<file path="config.mk">
export PLATFORM = sky130hd
export DESIGN_NAME = serializer_stream
export DESIGN_NICKNAME = d
export VERILOG_FILES = /design/src/rtl/serializer_pkg.sv /design/src/rtl/serializer_stream.sv
export SDC_FILE = /design/constraint.sdc
export NUM_CORES = 1
export LEC_CHECK = 0
export CAP_MARGIN = 20
export CORE_UTILIZATION = 54
export DETAILED_ROUTE_END_ITERATION = 7
export HOLD_SLACK_MARGIN = 0.12
export PLACE_DENSITY = 0.93
export SLEW_MARGIN = 20
export SYNTH_ARGS = -nofsm -noshare
export SYNTH_HDL_FRONTEND = slang
export SYNTH_SLANG_ARGS = --single-unit
</file>
<file path="constraint.sdc">
create_clock -name clk -period 3.3 [get_ports clk]
set_input_delay 0.825 -clock clk [delete_from_list [all_inputs] [get_ports clk]]
set_output_delay 0.825 -clock clk [all_outputs]
set_load 0.03 [all_outputs]
</file>
<file path="src/rtl/serializer_pkg.sv">
// Shared definitions for the stream serializer/deserializer family.
// Provides the FSM state encodings and the index-width helper used to
// derive CNT_W from NUM_WORDS.
package serializer_pkg;

    localparam int unsigned STATE_W = 1;

    localparam logic [STATE_W-1:0] ST_IDLE = 1'b0;
    localparam logic [STATE_W-1:0] ST_SEND = 1'b1;

    // Width of a word index/length field; a single-word frame still needs one bit.
    function automatic int unsigned cnt_width(input int unsigned num_words);
        return (num_words > 1) ? $clog2(num_words) : 1;
    endfunction

endpackage

</file>
<file path="src/rtl/serializer_stream.sv">
// Parallel-to-serial stream converter.
// Accepts a frame of up to NUM_WORDS words of WIDTH bits over a valid/ready
// handshake and replays it one word per accepted beat, big- or little-endian,
// with a runtime-selectable length. Frames chain back to back with no bubble.
//
// Ports:
//   clk              rising-edge clock
//   i_reset_n        asynchronous active-low reset
//   i_data           parallel frame (word k = i_data[k*WIDTH +: WIDTH])
//   i_len_m1         frame length minus one (clamped to NUM_WORDS-1)
//   i_little_endian  1: word 0 first, 0: top word first
//   i_valid/o_ready  frame handshake (o_ready is combinational from i_ready)
//   o_data/o_valid   output word stream
//   o_last           marks the final word of a frame
//   i_ready          downstream beat acceptance
//   o_len_err        one-cycle pulse after accepting an out-of-range length
module serializer_stream
    import serializer_pkg::*;
#(
    parameter int unsigned WIDTH     = 8,
    parameter int unsigned NUM_WORDS = 4,
    parameter int unsigned CNT_W     = cnt_width(NUM_WORDS)
) (
    input  logic                       clk,
    input  logic                       i_reset_n,
    input  logic [WIDTH*NUM_WORDS-1:0] i_data,
    input  logic [CNT_W-1:0]           i_len_m1,
    input  logic                       i_little_endian,
    input  logic                       i_valid,
    output logic                       o_ready,
    output logic [WIDTH-1:0]           o_data,
    output logic                       o_valid,
    output logic                       o_last,
    input  logic                       i_ready,
    output logic                       o_len_err
);

    localparam int unsigned FRAME_W = WIDTH * NUM_WORDS;
    localparam logic [CNT_W-1:0] MAX_IDX = CNT_W'(NUM_WORDS - 1);

    logic [STATE_W-1:0] state;
    logic [STATE_W-1:0] state_nxt;

    logic [FRAME_W-1:0] frame;
    logic [FRAME_W-1:0] frame_nxt;
    logic               frame_le;
    logic               frame_le_nxt;
    logic [CNT_W-1:0]   len_m1;
    logic [CNT_W-1:0]   len_m1_nxt;
    logic [CNT_W-1:0]   index;
    logic [CNT_W-1:0]   index_nxt;
    logic [CNT_W-1:0]   index_inc;
    logic [WIDTH-1:0]   data_nxt;
    logic               valid_nxt;
    logic               last_nxt;
    logic               len_err_nxt;

    logic               take;
    logic               last_take;
    logic               accept;
    logic               len_clamped;
    logic [CNT_W-1:0]   len_eff;

    // Beat k maps to slice k (LE) or NUM_WORDS-1-k (BE).
    function automatic logic [WIDTH-1:0] pick_word(
        input logic [FRAME_W-1:0] f,
        input logic               le,
        input logic [CNT_W-1:0]   k
    );
        logic [CNT_W-1:0] slice;
        slice = le ? k : (MAX_IDX - k);
        return f[slice*WIDTH +: WIDTH];
    endfunction

    // Handshake decode; a new frame may enter on the very beat that retires the last word.
    assign take        = o_valid && i_ready;
    assign last_take   = take && o_last;
    assign o_ready     = (state == ST_IDLE) || last_take;
    assign accept      = i_valid && o_ready;
    assign len_clamped = (32'(i_len_m1) > (32'(NUM_WORDS) - 32'd1));
    assign len_eff     = len_clamped ? MAX_IDX : i_len_m1;
    assign index_inc   = index + CNT_W'(1);

    // State register.
    always_ff @(posedge clk or negedge i_reset_n) begin
        if (!i_reset_n) begin
            state <= ST_IDLE;
        end else begin
            state <= state_nxt;
        end
    end

    // Next-state and registered-output logic.
    always_comb begin
        state_nxt    = state;
        frame_nxt    = frame;
        frame_le_nxt = frame_le;
        len_m1_nxt   = len_m1;
        index_nxt    = index;
        data_nxt     = o_data;
        valid_nxt    = o_valid;
        last_nxt     = o_last;
        len_err_nxt  = 1'b0;

        case (state)
            ST_IDLE: begin
                if (accept) begin
                    state_nxt = ST_SEND;
                end
            end
            ST_SEND: begin
                if (last_take && !accept) begin
                    state_nxt = ST_IDLE;
                end
            end
            default: begin
                state_nxt = ST_IDLE;
            end
        endcase

        if (accept) begin
            // Present beat 0 straight from the inputs so it appears one cycle after accept.
            frame_nxt    = i_data;
            frame_le_nxt = i_little_endian;
            len_m1_nxt   = len_eff;
            index_nxt    = '0;
            data_nxt     = pick_word(i_data, i_little_endian, '0);
            valid_nxt    = 1'b1;
            last_nxt     = (len_eff == '0);
            len_err_nxt  = len_clamped;
        end else if (last_take) begin
            // o_data deliberately keeps the final word.
            valid_nxt = 1'b0;
            last_nxt  = 1'b0;
        end else if (take) begin
            index_nxt = index_inc;
            data_nxt  = pick_word(frame, frame_le, index_inc);
            last_nxt  = (index_inc == len_m1);
        end
    end

    // Frame and output registers.
    always_ff @(posedge clk or negedge i_reset_n) begin
        if (!i_reset_n) begin
            frame     <= '0;
            frame_le  <= 1'b0;
            len_m1    <= '0;
            index     <= '0;
            o_data    <= '0;
            o_valid   <= 1'b0;
            o_last    <= 1'b0;
            o_len_err <= 1'b0;
        end else begin
            frame     <= frame_nxt;
            frame_le  <= frame_le_nxt;
            len_m1    <= len_m1_nxt;
            index     <= index_nxt;
            o_data    <= data_nxt;
            o_valid   <= valid_nxt;
            o_last    <= last_nxt;
            o_len_err <= len_err_nxt;
        end
    end

endmodule

</file>
# Yosys cells after proc, flatten, opt, wreduce, memory -nomap -nowiden
# Cells that the tools add are included.
[op_classes]
eq_ne = 2
shift = 2
add_sub_neg = 2
n_bitwise = 1
mux = 16
reduce_logical = 11
[ops]
columns = ["op", "count"]
rows = [
  ["indexed part select 32 x 6 -> 8 bit", 2],
  ["2-to-1 mux 8 bit", 3],
  ["2-to-1 mux 2 bit", 5],
  ["2-to-1 mux 1 bit", 7],
  ["logical AND 1 bit", 4],
  ["nonzero test 2 bit", 2],
  ["nonzero test 3 bit", 1],
  ["adder 2 x 1 -> 2 bit (second input constant)", 1],
  ["equality test 2 bit", 1],
  ["logical NOT 2 bit", 1],
  ["!= test 2 x 1 -> 1 bit (second input constant)", 1],
  ["one-hot mux 1 bit (2 select lines)", 1],
  ["AND reduction 2 bit", 1],
  ["subtractor 2 bit (first input constant)", 1],
  ["logical NOT 1 bit", 1],
  ["logical OR 1 bit", 1],
  ["NOT 1 bit", 1],
]
[totals]
in_bits = 39
wordCells = 42
register_bits = 48
out_inout_bits = 12

# Depth between registers and ports, before layout
[depth]
ltp_word = 8
ltp_mapped = 6
depth_no_buf = 4

# Worst setup path after synthesis
# Ideal clock, no wire load.
[synth_timing]
path_kind = "input -> output"
startpoint = "in i_ready"
endpoint = "out o_ready"
required_time_ns = 2.475
setup_slack_ns = 1.346
cell_stages = 2
arrival_time_ns = 1.129
path_cell_list = "nand3_1 -> nand2_1"
[synth_via]
elab_chain_len = 3
[synth_rtl]
columns = ["item", "line", "source"]
rows = [
  ["start, declared", "serializer_stream.sv:34", "input logic i_ready,"],
  ["logical AND 1 bit", "serializer_stream.sv:76", "assign take = o_valid && i_ready;"],
  ["logical AND 1 bit", "serializer_stream.sv:77", "assign last_take = take && o_last;"],
  ["logical OR 1 bit", "serializer_stream.sv:78", "assign o_ready = (state == ST_IDLE) || last_take;"],
  ["end, declared", "serializer_stream.sv:30", "output logic o_ready,"],
]
# Every way passes these cells.

# Worst setup path after layout
# Ends and elaborated chain as after synthesis.

==> metrics.md <==
| Metric | Value |
|---|---|
| Met2 GRT Util | `0.4406` |
| CP startpoint kind | `primary input` |
| Rows | `23` |
| Min-delay src | `frame[14]$_DFFE_PN0P_` |
| Final period util | `0.9194` |
| Hold worst-path end | `frame[14]$_DFFE_PN0P_` |
| Most common cell after layout, fill and taps aside | `nand2_1` |
| Post-Synth Simple-Gate Area | `0.2545` |
| Initial Util | `0.5708` |
| Die Ht | `a little under 70 µm` |
| Achievable Freq | `approximately 330 MHz` |
| Post-Syn Instances | `between 200 and 250` |
| Max-cap violation count | `0` |
| Unrepaired setup endpoints after global routing | `no` |
| H-tree levels | `2` |
| Die area | `0.004555 mm²` |
| Peak VDD IR | `about 0.42 mV` |
| Hold Path Class | `register to register` |
| Worst Tran Pin Value | `0.6695 ns` |
| Global route total overflow | `0` |
| Main combinational cell family by area after synthesis | `simple AND/OR/NAND/NOR gates` |
| Final setup TNS | `0 ns` |
| Synth Area in Adders | `0` |
| Hold Fails Final Rpt | `0` |
| DR iter-0 viols | `126` |
| Number of global-route vias before repair | `about 1900` |
| Final GP Congestion | `0.7690` |
| Die width | `a little under 70 µm` |
| Clk_lat worst skew | `around 0.31 ns` |
| IO Port Bufs | `49` |
| Routed Antenna Nets | `0` |
| FF-to-FF End | `o_data[0]$_DFFE_PN0P_` |
| Clk buf depth | `2` |
| Worst-path cell chain | `clkdlybuf4s50_1 > nand3_1 > nand2_1 > clkdlybuf4s50_1` |
| Worst Skew | `between 0.007 and 0.008 ns` |
| Hold buffer count at CTS | `0` |
| Crit path capture type | `output port` |
| Status | `completed` |
| Global-route wire length before repair | `approximately 8300 µm` |
| Synth Area per Inst | `9.570 µm²` |
| Crit path largest cell delay | `about 0.67 ns` |
| Mapped Nets | `281` |
| Core ar. | `0.004058 mm²` |
| FF-to-FF path depth | `5` |
| Root Buffer | `clkbuf_8` |
| Fin. max-slew vios | `0` |
| Tot GR Track Use | `0.2544` |
| Sequential area share after synthesis | `0.5186` |
| Initial antenna violation count | `0` |
| Synth warnings | `0` |
| Crit-path slowest cell | `clkdlybuf4s50_1` |
| Clk slew on worst S/H paths | `0.09 ns` |
| Syn Std Cell Area | `roughly 0.0023 mm²` |
| Cts repair resizes | `0` |
| ANT cells | `0` |
| Layout area overhead | `27.17%` |
| Power Density | `between 800 and 900 mW/mm²` |
| Post-route DRC | `0` |
| Drt total wl | `~5000 µm` |
| Pleak | `around 1.4 nW` |
| DRT Pass-1 Iters | `4` |
| Vias | `1797` |
| Routed wire length per instance | `about 15 µm` |
| Post-DP HPWL | `3308 µm` |
| GR Util met1 | `0.3013` |
| TritonCTS clock tree | `built` |
| I/O pins | `51` |
| Post-Route Utilization | `0.7259` |
| Most frequent cells in the layout | `126 x nand2_1, 48 x dfrtp_1, 48 x clkdlybuf4s50_1` |
| Most used routing layer | `met2` |
| Synth Area in XOR/XNOR | `0.01080` |
| Required @ worst endpoint | `roughly 2.5 ns` |
| Vias/cell | `between 5 and 6` |
| Final Critical Period | `just over 3 ns` |
| Num Clock Sinks | `48` |
| Crit path max fanout | `5` |
| Pin count of the biggest net entering global routing | `roughly 50` |
| Final #Nets | `~330` |
| Critical path startpoint | `i_ready` |
| Number of synthesized register bits | `48` |
| Complex-gate fraction of the synthesized area | `0.04430` |
| CP dominant cell by count | `clkdlybuf4s50_1` |
| Worst Setup Path Type | `primary input to output port` |
| Postcts setup bufs | `0` |
| Hold depth | `2` |
| Final setup viols | `0` |
| Worst EP arrival | `about 2.2 ns` |
| Reg-to-reg slack, setup | `between 1.5 and 2 ns` |
| Num CTS Buffers | `5` |
| Post-synthesis mux area share | `0.1367` |
| Netlist cell types | `31` |
| Share of cells above drive strength 1 | `0.08276` |
| Relative slew slack | `0.5526` |
| GRT met3 Usage | `0.04730` |
| Reg-to-reg startpoint | `o_last$_DFFE_PN0P_` |
-- state kept, by name (all words and copies together) (netlist names) --
name / flops
frame: 32
o_data: 8
index: 2
len_m1: 2
frame_le: 1
o_last: 1
o_valid: 1
state: 1
-- where the power goes --
group | total (W) | internal [W] | switching [W]
Sequential | 0.00104 | 0.000852 | 0.000190
Clock | 0.000468 | 0.000267 | 0.000200
Combinational | 0.000962 | 0.000492 | 0.000469
Total | 0.00247 | 0.00161 | 0.000860
-- how the worst max path moves through the flow --
| stage | endpoint | slack [ns] | depth (start not counted) |
|---|---|---|---|
| 3_3_place_gp | o_ready | 0.30 | 4 |
| 3_5_place_dp | o_ready | 0.26 | 4 |
| 5_1_grt | o_ready | 0.19 | 4 |
| 6_report | o_ready | 0.27 | 4 |
| 4_1_cts | o_ready | 0.26 | 4 |
| 2_1_floorplan | o_ready | 1.35 | 2 |
-- critical path: cells and delay by family --
kind / cells / cell delay [ns]
and+or+nand+nor: 2 / 0.17
buffers and inverters: 2 / 1.21
-- layer usage --
metal	share of wire	up-vias	wire [µm]
li1	-	882	-
met1	0.41	862	2030
met2	0.53	45	2635
met3	0.042	8	210
met4	0.016	0	81
met5	0	-	0
-- cells in the mapped netlist --
library cell / n / area (µm²)
nand2_1: 126 / 473.0
dfrtp_1: 48 / 1201
nor2_1: 9 / 33.78
a31oi_1: 7 / 43.79
mux4_1: 7 / 183.9
buf_2: 5 / 25.02
clkbuf_1: 4 / 15.01
mux2_1: 4 / 45.04
mux2_2: 4 / 45.04
nand2b_1: 3 / 18.77
a21oi_1: 2 / 10.01
buf_4: 2 / 15.01
buf_6: 2 / 22.52
mux2i_1: 2 / 20.02
a21o_1: 1 / 7.510
a2bb2oi_2: 1 / 15.01
a31oi_2: 1 / 12.51
and2b_1: 1 / 7.510
and3b_1: 1 / 8.760
and4_4: 1 / 11.26
conb_1: 1 / 3.750
mux4_2: 1 / 22.52
nand3_1: 1 / 5.000
nor2_2: 1 / 6.260
nor2_4: 1 / 11.26
o21ai_1: 1 / 5.000
o2bb2ai_1: 1 / 8.760
or2_1: 1 / 6.260
or2b_1: 1 / 7.510
xnor2_1: 1 / 8.760
xnor2_2: 1 / 16.27
-- layout make-up --
cell class | instances | area (µm²)
tap | 50 | 62.56
clock inverter | 1 | 30.03
sequential | 48 | 1201
timing repair buffer | 53 | 518.0
fill | 304 | 1112
multi-input combinational | 181 | 1037
clock buffer | 7 | 96.34
-- kinds of logic after synthesis --
family | Yosys count
AND/OR/NAND/NOR | 146
AO/OA/AOI/OAI | 14
other | 1
XOR/XNOR | 2
flip-flops | 48
multiplexers | 18
buffers and inverters | 13
-- through the flow --
step                power [W]  cells  instance area [µm²]  hold WS (ns)  setup WS [ns]
floorplan            0.001689    242                 2316        0.4373          1.346
global placement     0.001950    332                 2816        0.4491         0.2988
detailed placement   0.002014    332                 2816        0.4582         0.2635
CTS                  0.002490    340                 2943        0.4797         0.2624
global route         0.002644    340                 2945        0.5146         0.1941
finish               0.002472    340                 2945        0.4796         0.2660
Note: power is estimated with default switching activity, not from simulation.
